### src/rtl/ysyx_22040365_wb_arbiter.sv
`default_nettype none
// ============================================================================
// Module   : ysyx_22040365_wb_arbiter
// Purpose  : Writeback arbiter (EXU/LSU -> single RF write port) with a
//            destination-register busy scoreboard for hazard and WAW stalls.
//            Define YSYX_22040365_WB_RR_EN for round-robin arbitration;
//            otherwise LSU has fixed priority over EXU.
// Revision : 1.0 - initial release
// ============================================================================
module ysyx_22040365_wb_arbiter #(
    parameter int XLEN = 64,
    parameter int AW   = 5
) (
    input  logic            clk,
    input  logic            rst,

    input  logic            exu_valid,
    output logic            exu_ready,
    input  logic [AW-1:0]   exu_rd,
    input  logic [XLEN-1:0] exu_data,

    input  logic            lsu_valid,
    output logic            lsu_ready,
    input  logic [AW-1:0]   lsu_rd,
    input  logic [XLEN-1:0] lsu_data,

    input  logic            iss_valid,
    output logic            iss_ready,
    input  logic [AW-1:0]   iss_rd,

    input  logic [AW-1:0]   rs1_addr,
    input  logic [AW-1:0]   rs2_addr,
    output logic            hazard,

    input  logic            flush,

    output logic            rf_wen,
    output logic [AW-1:0]   rf_waddr,
    output logic [XLEN-1:0] rf_wdata
);

    localparam int c_NREG = 1 << AW;

    logic              w_grant_exu;
    logic              w_grant_lsu;
    logic              w_block;
    logic              w_exu_fire;
    logic              w_lsu_fire;
    logic              w_fire;
    logic [AW-1:0]     w_sel_rd;
    logic [XLEN-1:0]   w_sel_data;
    logic              w_iss_fire;
    logic [c_NREG-1:0] r_busy;
    logic [c_NREG-1:0] w_busy_next;

`ifdef YSYX_22040365_WB_RR_EN
    // 0 = EXU won the last transfer, 1 = LSU; reset to 1 so EXU goes first.
    logic r_last_grant;

    always_comb begin
        w_grant_lsu = lsu_valid && (!exu_valid || !r_last_grant);
        w_grant_exu = exu_valid && !w_grant_lsu;
    end

    always_ff @(posedge clk) begin
        if (rst) begin
            r_last_grant <= 1'b1;
        end else if (w_fire) begin
            r_last_grant <= w_lsu_fire;
        end
    end
`else
    always_comb begin
        w_grant_lsu = lsu_valid;
        w_grant_exu = exu_valid && !lsu_valid;
    end
`endif

    // Reset and flush both close every handshake in the current cycle.
    assign w_block    = rst || flush;
    assign exu_ready  = w_grant_exu && !w_block;
    assign lsu_ready  = w_grant_lsu && !w_block;
    assign w_exu_fire = exu_valid && exu_ready;
    assign w_lsu_fire = lsu_valid && lsu_ready;
    assign w_fire     = w_exu_fire || w_lsu_fire;
    assign w_sel_rd   = w_lsu_fire ? lsu_rd   : exu_rd;
    assign w_sel_data = w_lsu_fire ? lsu_data : exu_data;

    always_ff @(posedge clk) begin
        if (rst) begin
            rf_wen   <= 1'b0;
            rf_waddr <= '0;
            rf_wdata <= '0;
        end else begin
            // x0 writes complete the handshake but never reach the RF.
            rf_wen <= w_fire && (w_sel_rd != '0);
            if (w_fire && (w_sel_rd != '0)) begin
                rf_waddr <= w_sel_rd;
                rf_wdata <= w_sel_data;
            end
        end
    end

    assign iss_ready  = !r_busy[iss_rd] && !w_block;
    assign w_iss_fire = iss_valid && iss_ready;
    assign hazard     = r_busy[rs1_addr] | r_busy[rs2_addr];

    // Set is applied after clear so a same-register collision stays busy.
    always_comb begin
        w_busy_next = r_busy;
        if (rf_wen) begin
            w_busy_next[rf_waddr] = 1'b0;
        end
        if (w_iss_fire) begin
            w_busy_next[iss_rd] = 1'b1;
        end
        w_busy_next[0] = 1'b0;
    end

    always_ff @(posedge clk) begin
        if (rst || flush) begin
            r_busy <= '0;
        end else begin
            r_busy <= w_busy_next;
        end
    end

endmodule
`default_nettype wire

### config.mk
export PLATFORM = sky130hd
export DESIGN_NAME = ysyx_22040365_wb_arbiter
export DESIGN_NICKNAME = d
export VERILOG_FILES = /design/src/rtl/ysyx_22040365_wb_arbiter.sv
export SDC_FILE = /design/constraint.sdc
export NUM_CORES = 1
export LEC_CHECK = 0
export BUFFER_PORTS_ARGS = -buffer_cell sky130_fd_sc_hd__buf_4
export CAP_MARGIN = 20
export CELL_PAD_IN_SITES_DETAIL_PLACEMENT = 0
export CELL_PAD_IN_SITES_GLOBAL_PLACEMENT = 1
export CORE_AREA = 2 2 127 129
export DETAILED_ROUTE_END_ITERATION = 10
export DIE_AREA = 0 0 129 131
export MAX_ROUTING_LAYER = met4
export PLACE_DENSITY = 0.9
export REMOVE_ABC_BUFFERS = 1
export SYNTH_ARGS = -nofsm -noshare
export SYNTH_HDL_FRONTEND = slang
export SYNTH_SLANG_ARGS = --single-unit
### constraint.sdc
create_clock -name clk -period 2.85 [get_ports clk]
set_clock_uncertainty 0.05 [all_clocks]
set_input_delay 0.285 -clock clk [delete_from_list [all_inputs] [get_ports clk]]
set_output_delay 0.285 -clock clk [all_outputs]
set_load 0.01 [all_outputs]
# Yosys cells after proc, flatten, opt, wreduce, memory -nomap -nowiden
# Cells that the tools add are included.
[totals]
register_bits = 102
in_bits = 159
output_inout_bits = 74
elab_cells = 45
[op_classes]
n_bitwise = 4
reduce_logical = 16
muxes = 14
n_lt_le_gt_ge = 6
[op_table]
columns = ["op", "n"]
rows = [
  ["32-bit 2-to-1 mux", 2],
  ["64-bit 2-to-1 mux", 1],
  ["32-bit bitwise AND", 1],
  ["32-bit inverter", 1],
  ["32-bit OR", 1],
  ["5-bit by 6-bit less-than comparator with 1-bit output, second input constant", 4],
  ["1-bit binary-select mux with 5-bit select", 3],
  ["1-bit demux with 5-bit select", 2],
  ["5-bit by 1-bit >= comparator with 1-bit output, second input constant", 2],
  ["1-bit logical AND", 10],
  ["1-bit 2-to-1 mux", 5],
  ["5-bit 2-to-1 mux", 1],
  ["5-bit nonzero test", 1],
  ["1-bit logical NOT", 3],
  ["1-bit logical OR", 2],
  ["1-bit OR", 1],
]

# Longest topological paths before layout
# Gate-level depths: netlist (run 1).
[logic_depth]
depth_word = 9
ltp_mapped = 9
mapped_depth_nobuf = 5

# Least setup slack after synthesis (run 1)
# Ideal clock, no wire load.
[synth_path]
path_kind = "input port to output port"
startpoint = "input port iss_rd[1]"
endpoint = "output port iss_ready"
n_path_buf = 2
required_ns = 2.515
path_slack_ns = 0.483
arrival_ns = 2.032
path_stages = 6
path_cell_list = "clkbuf_1 -> buf_2 -> mux4_2 -> mux2_2 -> a311oi_1 -> nor3b_1"
[synth_via]
elab_chain_len = 4
[synth_rtl]
columns = ["element", "line_no", "source"]
rows = [
  ["start, declared", "29", "input logic [AW-1:0] iss_rd,"],
  ["1-bit binary-select mux with 5-bit select", "104", "assign iss_ready = !r_busy[iss_rd] && !w_block;"],
  ["1-bit 2-to-1 mux (implied by the code)", "104", ""],
  ["1-bit logical NOT", "104", ""],
  ["1-bit logical AND", "104", ""],
  ["end, declared", "28", "output logic iss_ready,"],
]
# Every way passes these cells. The select of a mux whose other input is x is not followed.

# Worst setup path in the final report (run 1)
[layout_path]
startpoint = "register r_busy[23]"
endpoint = "output port iss_ready"
[layout_via]
elab_chain_len = 4
[layout_rtl]
columns = ["element", "line_no", "source"]
rows = [
  ["start, declared", "53", "logic [c_NREG-1:0] r_busy;"],
  ["start signal, assigned", "124", "r_busy <= w_busy_next;"],
  ["1-bit binary-select mux with 5-bit select", "104", ""],
  ["1-bit 2-to-1 mux (implied by the code)", "104", ""],
  ["1-bit logical NOT", "104", ""],
  ["1-bit logical AND", "104", ""],
]
# Every way passes these cells. The select of a mux whose other input is x is not followed.

==> qor.tcl, run 1 <==
set qor(shortest_clock_period_the_worst_path_allows_after_layout_ns) 2.58
set qor(reg2regPathDepth) 5
set qor(route.detailed.drc) 0
set qor(number_of_cts_inserted_buffers) 9
set qor(timing.max_slew.rel_slack) 0.441
set qor(grt_first_pass_wirelength_um) 27200
set qor(fin_tns_setup_ns) 0
set qor(chipHeight_um) 131
set qor(cp_max_fo) 4
set qor(die_x_um) 129
set qor(timing.critical_path.required_ns) 2.52
set qor(synth-async-reset-ratio) 0
set qor(regToRegStartpoint) {r_busy[23]$_SDFF_PP0_}
set qor(grt_overflow) 0
set qor(largest_net_degree_at_the_start_of_global_routing) 72
set qor(drive_gt1_frac) 0.353
set qor(vias) 5404
set qor(tightest_slew_ns) 0.839
set qor(ys_ff_latch) 101
set qor(syn_avg_cell_area_um2) 8.32
set qor(crit_path_cell_trace) {mux4_2 > mux2_2 > a311oi_1 > nor3b_1 > buf_4}
set qor(io_pins) 233
set qor(hold_start) {lsu_data[45]}
set qor(postRouteWirelength_um) 17800
set qor(timing_hold_violations_final) 0
set qor(numPortBuffers) 232
set qor(post-place-cells) 1026
set qor(dominantRegCellSynth) {sky130_fd_sc_hd__dfxtp_1}
set qor(cp_slowest_cell) {sky130_fd_sc_hd__mux4_2}
set qor(r2r_setup_slack_ns) 0.72
set qor(antenna_cells) 0
set qor(clock_sinks) 101
set qor(place.detailed.hpwl_um) 13500
set qor(max_vdd_drop_mv) 0.297
set qor(clk_pin_slew_worst_paths_ns) 0.07
set qor(setup_viol) 0
set qor(synth-seq-area-share) 0.390
set qor(globalplace.congestion) 0.868
set qor(crit_arrival_ns) 2.25
set qor(final_common_cell) {sky130_fd_sc_hd__buf_4}
set qor(cts.repair.resized) 0
set qor(cp-end-kind) {output pin}
set qor(netlist-cell-type-count) 40
set qor(fin_cells) 1041
set qor(detail_route.iter0.violations) 427
set qor(min-delay-path-class) {primary input to register}
set qor(latest_clock_arrival_within_the_worst_skew_pair_ns) 0.34
set qor(holdPathEnd) {rf_wdata[45]$_SDFFE_PP0P_}
set qor(mostFrequentLayoutCells) {237 x sky130_fd_sc_hd__buf_4, 159 x sky130_fd_sc_hd__nand2_1, 101 x sky130_fd_sc_hd__dfxtp_1}
set qor(achievable-frequency_mhz) 387
set qor(max_cap_violations) 0
set qor(report.final.slew_viol_count) 0
set qor(cts_hold_buf) 0
set qor(fin_nets) 980
set qor(run_status) {completed}
set qor(grt_setup_unrepaired) {false}
set qor(fin_crit_sh) 0.906
set qor(leakage_uw) 0.00307
set qor(die_area_um2) 16900
set qor(max-clock-path-buffers) 2
set qor(grt_pass1_vias) 5094
set qor(synthesized_netlist_cell_count) 623
set qor(cts.repair_timing.setup_buffer_count) 0
set qor(core.rowCount) 46
set qor(final_antenna_net_count) 0
set qor(initial_utilization) 0.333
set qor(firstDrtPassIters) 5
set qor(cell_area_power_density_nw_per_um2) 469
set qor(synth.yosys.warnings) 0
set qor(antenna_found_initial) 0
set qor(preCtsSetupSlack_ns) 0.422
set qor(critical-path-max-stage-delay_ns) 0.47
set qor(route.detailed.wl_per_inst_um) 17.1
set qor(worst-setup-path-type) {register to output pin}
set qor(cts_tree) {yes}
set qor(cell_depth_of_the_worst_min_delay_path) 3
set qor(syn-cell-area_um2) 5190
set qor(final.setup.worst_slack_ns) 0.267
set qor(ctsHtreeMaxLevel) 3
set qor(startpoint_type) {register}
set qor(number_of_synthesized_flops_with_an_enable_pin) 0
set qor(rr_endpoint) {r_busy[20]$_SDFF_PP0_}
set qor(avgViaCountPerCell) 5.19
set qor(global_route.usage.total) 0.215
set qor(area_growth_syn_to_layout_pct) 42.7
set qor(clock-root-buffer) {sky130_fd_sc_hd__clkbuf_16}
set qor(coreArea_um2) 15600
[metrics by stage]
stage | area, um2 | total power, uW | hold WS, ns | util
global placement | 7080 | 2180 | 0.435 | 0.454
detailed placement | 7080 | 2190 | 0.441 | 0.454
CTS | 7400 | 3520 | 0.138 | 0.475
floorplan | 4950 | 1790 | 0.304 | -
finish | 7400 | 3470 | 0.155 | 0.475
global route | 7400 | 3640 | 0.146 | 0.475
[cells in the mapped netlist, types with 2 or more instances]
master | number | area, um2
sky130_fd_sc_hd__mux2i_1 | 11 | 110
sky130_fd_sc_hd__mux2_2 | 4 | 45.0
sky130_fd_sc_hd__or2_2 | 3 | 18.8
sky130_fd_sc_hd__nor4_1 | 2 | 12.5
sky130_fd_sc_hd__mux4_2 | 21 | 473
sky130_fd_sc_hd__o21ai_0 | 25 | 125
sky130_fd_sc_hd__a32o_1 | 4 | 40.0
sky130_fd_sc_hd__clkbuf_1 | 33 | 124
sky130_fd_sc_hd__a21oi_1 | 4 | 20.0
sky130_fd_sc_hd__a21o_1 | 2 | 15.0
sky130_fd_sc_hd__nor3_1 | 4 | 20.0
sky130_fd_sc_hd__o211ai_1 | 18 | 135
sky130_fd_sc_hd__and3b_1 | 2 | 17.5
sky130_fd_sc_hd__nand3b_1 | 6 | 45.0
sky130_fd_sc_hd__inv_1 | 3 | 11.3
sky130_fd_sc_hd__a311oi_1 | 68 | 596
sky130_fd_sc_hd__nor2b_1 | 3 | 18.8
sky130_fd_sc_hd__and3_1 | 2 | 12.5
sky130_fd_sc_hd__nand2_1 | 159 | 597
sky130_fd_sc_hd__buf_2 | 18 | 90.1
sky130_fd_sc_hd__o31ai_1 | 4 | 30.0
sky130_fd_sc_hd__nor3b_1 | 9 | 67.6
sky130_fd_sc_hd__nand3_1 | 20 | 100
sky130_fd_sc_hd__nor2_1 | 81 | 304
sky130_fd_sc_hd__dfxtp_1 | 101 | 2020
sky130_fd_sc_hd__or3b_2 | 2 | 17.5
[worst max-delay path, delay by kind of cell (launching register included)]
kind / cells / cell delay [ns]
buf+inv: 1 / 0.15
flops: 1 / 0.36
simple gates: 1 / 0.24
mux: 2 / 0.74
compound gates: 1 / 0.43
[power breakdown]
part	leakage (uW)	internal [uW]	switching [uW]
Clock	0.000159	792	528
Sequential	0.000825	1480	45.2
Combinational	0.00208	331	301
Total	0.00307	2600	874
[layout make-up]
class                   count  area (um2)
fillers                  1526        8200
multi-input cells         465        2920
flip-flops and latches    101        2020
repair buffers            241        1860
well taps                 216         270
clock buffers              10         239
clock inverters             5        82.6
inverters                   3        11.3
[registers in the layout, summed over array words and instances, names as in the netlist]
signal / cells
rf_wdata: 64
r_busy: 31
rf_waddr: 5
rf_wen: 1
[cells by family (layout without fill, tap and decap cells)]
family | after synthesis | in the layout | synth area share
AO/OA/AOI/OAI | 131 | 131 | 0.195
buffers and inverters | 57 | 259 | 0.0480
flip-flops | 101 | 101 | 0.390
multiplexers | 37 | 37 | 0.124
AND/OR/NAND/NOR | 297 | 297 | 0.243
[how the worst max path moves through the flow]
stage / start / end / cells past startpoint
3_3_place_gp: iss_rd[0] / iss_ready / 6
6_report: r_busy[23]$_SDFF_PP0_ / iss_ready / 5
3_5_place_dp: flush / rf_wdata[29]$_SDFFE_PP0P_ / 8
2_1_floorplan: flush / rf_waddr[1]$_SDFFE_PP0P_ / 4
4_1_cts: r_busy[23]$_SDFF_PP0_ / iss_ready / 5
5_1_grt: r_busy[22]$_SDFF_PP0_ / iss_ready / 5
[routing by layer]
metal | vias up | global-route usage | part of all wire
li1 | 2670 | - | -
met3 | 27 | 0.0582 | 0.078
met4 | 0 | 0.0729 | 0.023
met2 | 232 | 0.361 | 0.51
met5 | - | - | 0
met1 | 2475 | 0.251 | 0.39
Power figures use the tool's default switching activity.
==> inputs of run 2 (changes only) <==
RECOVER_POWER = 100   (was default)
==> run 2 against run 1 <==
Effect of this change:
- flip-flop and latch count is the same
- non-clock buffer count is the same
- die area is the same
- global-route usage is the same
- via count grew 0.30%
- final area shrank 4.1%
- critical path depth is the same
- clock power is essentially flat
- maximum frequency shrank 0.17%
- wire length grew 0.37%
- total power shrank 1.6%
- largest cell class unchanged
- largest power group unchanged
==> qor.tcl, run 2 (synthesized netlist as in run 1, its figures left out) <==
set qor(detail_route.iter0.violations) 414 ;# -3.0%
set qor(latest_clock_arrival_within_the_worst_skew_pair_ns) 0.34 ;# about the same
set qor(pwr-share-clk) 0.386 ;# +0.006
set qor(cts_tree) {yes}
set qor(coreArea_um2) 15600 ;# unchanged
set qor(antenna_cells) 0 ;# unchanged
set qor(final_core_utilization) 0.455 ;# -0.0193
set qor(area_growth_syn_to_layout_pct) 36.9
set qor(number_of_cts_inserted_buffers) 9 ;# unchanged
set qor(max-clock-path-buffers) 2 ;# unchanged
set qor(fin_cells) 1041 ;# unchanged
set qor(timing.max_slew.rel_slack) 0.0146 ;# -0.426
set qor(placement.cell_area_um2) 7080 ;# unchanged
set qor(cts.repair.resized) 0 ;# unchanged
set qor(clock-root-buffer) {sky130_fd_sc_hd__clkbuf_16}
set qor(grt_first_pass_wirelength_um) 27200 ;# unchanged
set qor(grt_setup_unrepaired) {false}
set qor(place.detailed.hpwl_um) 13500 ;# unchanged
set qor(avgViaCountPerCell) 5.21 ;# +0.30%
set qor(largest_reg_flops) 64 ;# unchanged
set qor(vias) 5420 ;# +0.30%
set qor(layout_fillers) 1600 ;# +4.8%
set qor(globalplace.congestion) 0.868 ;# unchanged
set qor(timing.critical_path.required_ns) 2.52 ;# about the same
set qor(grt_pass1_vias) 5094 ;# unchanged
set qor(numPortBuffers) 232 ;# unchanged
set qor(io_pins) 233 ;# unchanged
set qor(post-place-cells) 1026 ;# unchanged
set qor(global_route.usage.total) 0.215 ;# unchanged
set qor(route.detailed.wl_per_inst_um) 17.1 ;# +0.37%
set qor(hold-worst-slack_ns) 0.152 ;# -0.00244 ns
set qor(cp-end-kind) {output pin}
set qor(switchingPower_uw) 874 ;# about the same
set qor(cp_max_fo) 4 ;# unchanged
set qor(die_area_um2) 16900 ;# unchanged
set qor(final_common_cell) {sky130_fd_sc_hd__buf_4}
set qor(regMostFlops) {rf_wdata}
set qor(core.rowCount) 46 ;# unchanged
set qor(largestRegisters) {rf_wdata (64), r_busy (31), rf_waddr (5)}
set qor(report.final.slew_viol_count) 0 ;# unchanged
set qor(tightest_slew_ns) 1.48 ;# +0.639 ns
set qor(firstDrtPassIters) 4 ;# -1
set qor(cts.repair_timing.setup_buffer_count) 0 ;# unchanged
set qor(p_sw_frac) 0.256 ;# +0.00417
set qor(leakage_uw) 0.00276 ;# -10%
set qor(clock_sinks) 101 ;# unchanged
set qor(run_status) {completed}
set qor(mostFrequentLayoutCells) {161 x sky130_fd_sc_hd__buf_4, 159 x sky130_fd_sc_hd__nand2_1, 101 x sky130_fd_sc_hd__dfxtp_1}
set qor(clk_pin_slew_worst_paths_ns) 0.08 ;# about the same
set qor(cell_area_power_density_nw_per_um2) 482 ;# +2.6%
set qor(min-delay-path-class) {primary input to register}
set qor(die_x_um) 129 ;# unchanged
set qor(max_vdd_drop_mv) 0.274 ;# -7.8%
set qor(shortest_clock_period_the_worst_path_allows_after_layout_ns) 2.59 ;# +0.00435 ns
set qor(largest_net_degree_at_the_start_of_global_routing) 72 ;# unchanged
set qor(initial_utilization) 0.333 ;# unchanged
set qor(grt_overflow) 0 ;# unchanged
set qor(ctsHtreeMaxLevel) 3 ;# unchanged
set qor(timing_hold_violations_final) 0 ;# unchanged
set qor(ff_latch_area_um2) 2020 ;# unchanged
set qor(crit_arrival_ns) 2.25 ;# about the same
set qor(drive_gt1_frac) 0.258 ;# -0.0945
set qor(worst-setup-path-type) {register to output pin}
set qor(share_comb_of_total_power) 0.169 ;# -0.013
set qor(cell_internal_pwr_uw) 2550 ;# -2.1%
set qor(total_power_uw) 3420 ;# -1.6%
set qor(fin_nets) 980 ;# unchanged
set qor(postRouteWirelength_um) 17900 ;# +0.37%
set qor(multiInputGateArea_um2) 2920 ;# about the same
set qor(setup_viol) 0 ;# unchanged
set qor(max_cap_violations) 0 ;# unchanged
set qor(fin_crit_sh) 0.908 ;# +0.00153
set qor(chipHeight_um) 131 ;# unchanged
set qor(sequentialPowerShare) 0.445 ;# +0.007
set qor(achievable-frequency_mhz) 387 ;# -0.17%
set qor(antenna_found_initial) 0 ;# unchanged
set qor(final_design_area_no_fill_um2) 7100 ;# -4.1%
set qor(startpoint_type) {register}
set qor(cts_hold_buf) 0 ;# unchanged
set qor(final_antenna_net_count) 0 ;# unchanged
set qor(route.detailed.drc) 0 ;# unchanged
## run 2: final cells by class
class,count,share of cell area
sequential,101,0.285
timing repair buffer,241,0.220
clock inverter,5,0.0116
inverter,3,0.00159
clock buffer,10,0.0337
tap,216,0.0381
multi-input combinational,465,0.411
## run 2: critical path, stage by stage (launching register included)
cell and delay [ns]:
sky130_fd_sc_hd__dfxtp_1 0.36, sky130_fd_sc_hd__mux4_2 0.46, sky130_fd_sc_hd__mux2_2 0.27, sky130_fd_sc_hd__a311oi_1 0.42
sky130_fd_sc_hd__nor3b_1 0.23, sky130_fd_sc_hd__clkbuf_1 0.18
## run 2: per-stage QoR
stage	setup TNS (ns)	worst slack, ns
after floorplan	-82.39	-1.23
after global placement	0	0.495
after detailed placement	0	0.422
after CTS	0	0.261
after global routing	0	0.0567
final	0	0.263
## run 2: worst paths after layout
| check | startpoint | cells after the start | to | slack, ns |
|---|---|---|---|---|
| max | r_busy[22]$_SDFF_PP0_ | 5 | iss_ready | 0.26 |
| max reg2reg | r_busy[22]$_SDFF_PP0_ | 5 | r_busy[20]$_SDFF_PP0_ | 0.74 |
| min | lsu_data[45] | 3 | rf_wdata[45]$_SDFFE_PP0P_ | 0.15 |
| min reg2reg | rf_wdata[46]$_SDFFE_PP0P_ | 2 | rf_wdata[46]$_SDFFE_PP0P_ | 0.45 |
## run 2: power groups by stage
stage	Sequential, uW	Combinational (uW)	Clock (uW)
2_1_floorplan	1580	216	0
3_3_place_gp	1550	630	0
3_5_place_dp	1560	635	0
4_1_cts	1520	637	1360
5_1_grt	1530	632	1420
6_report	1520	577	1320
## run 2: layer usage
| metal | part of all wire | GRT usage |
|---|---|---|
| met5 | 0 | - |
| met1 | 0.40 | 0.251 |
| met3 | 0.078 | 0.0582 |
| met4 | 0.020 | 0.0729 |
| met2 | 0.50 | 0.361 |
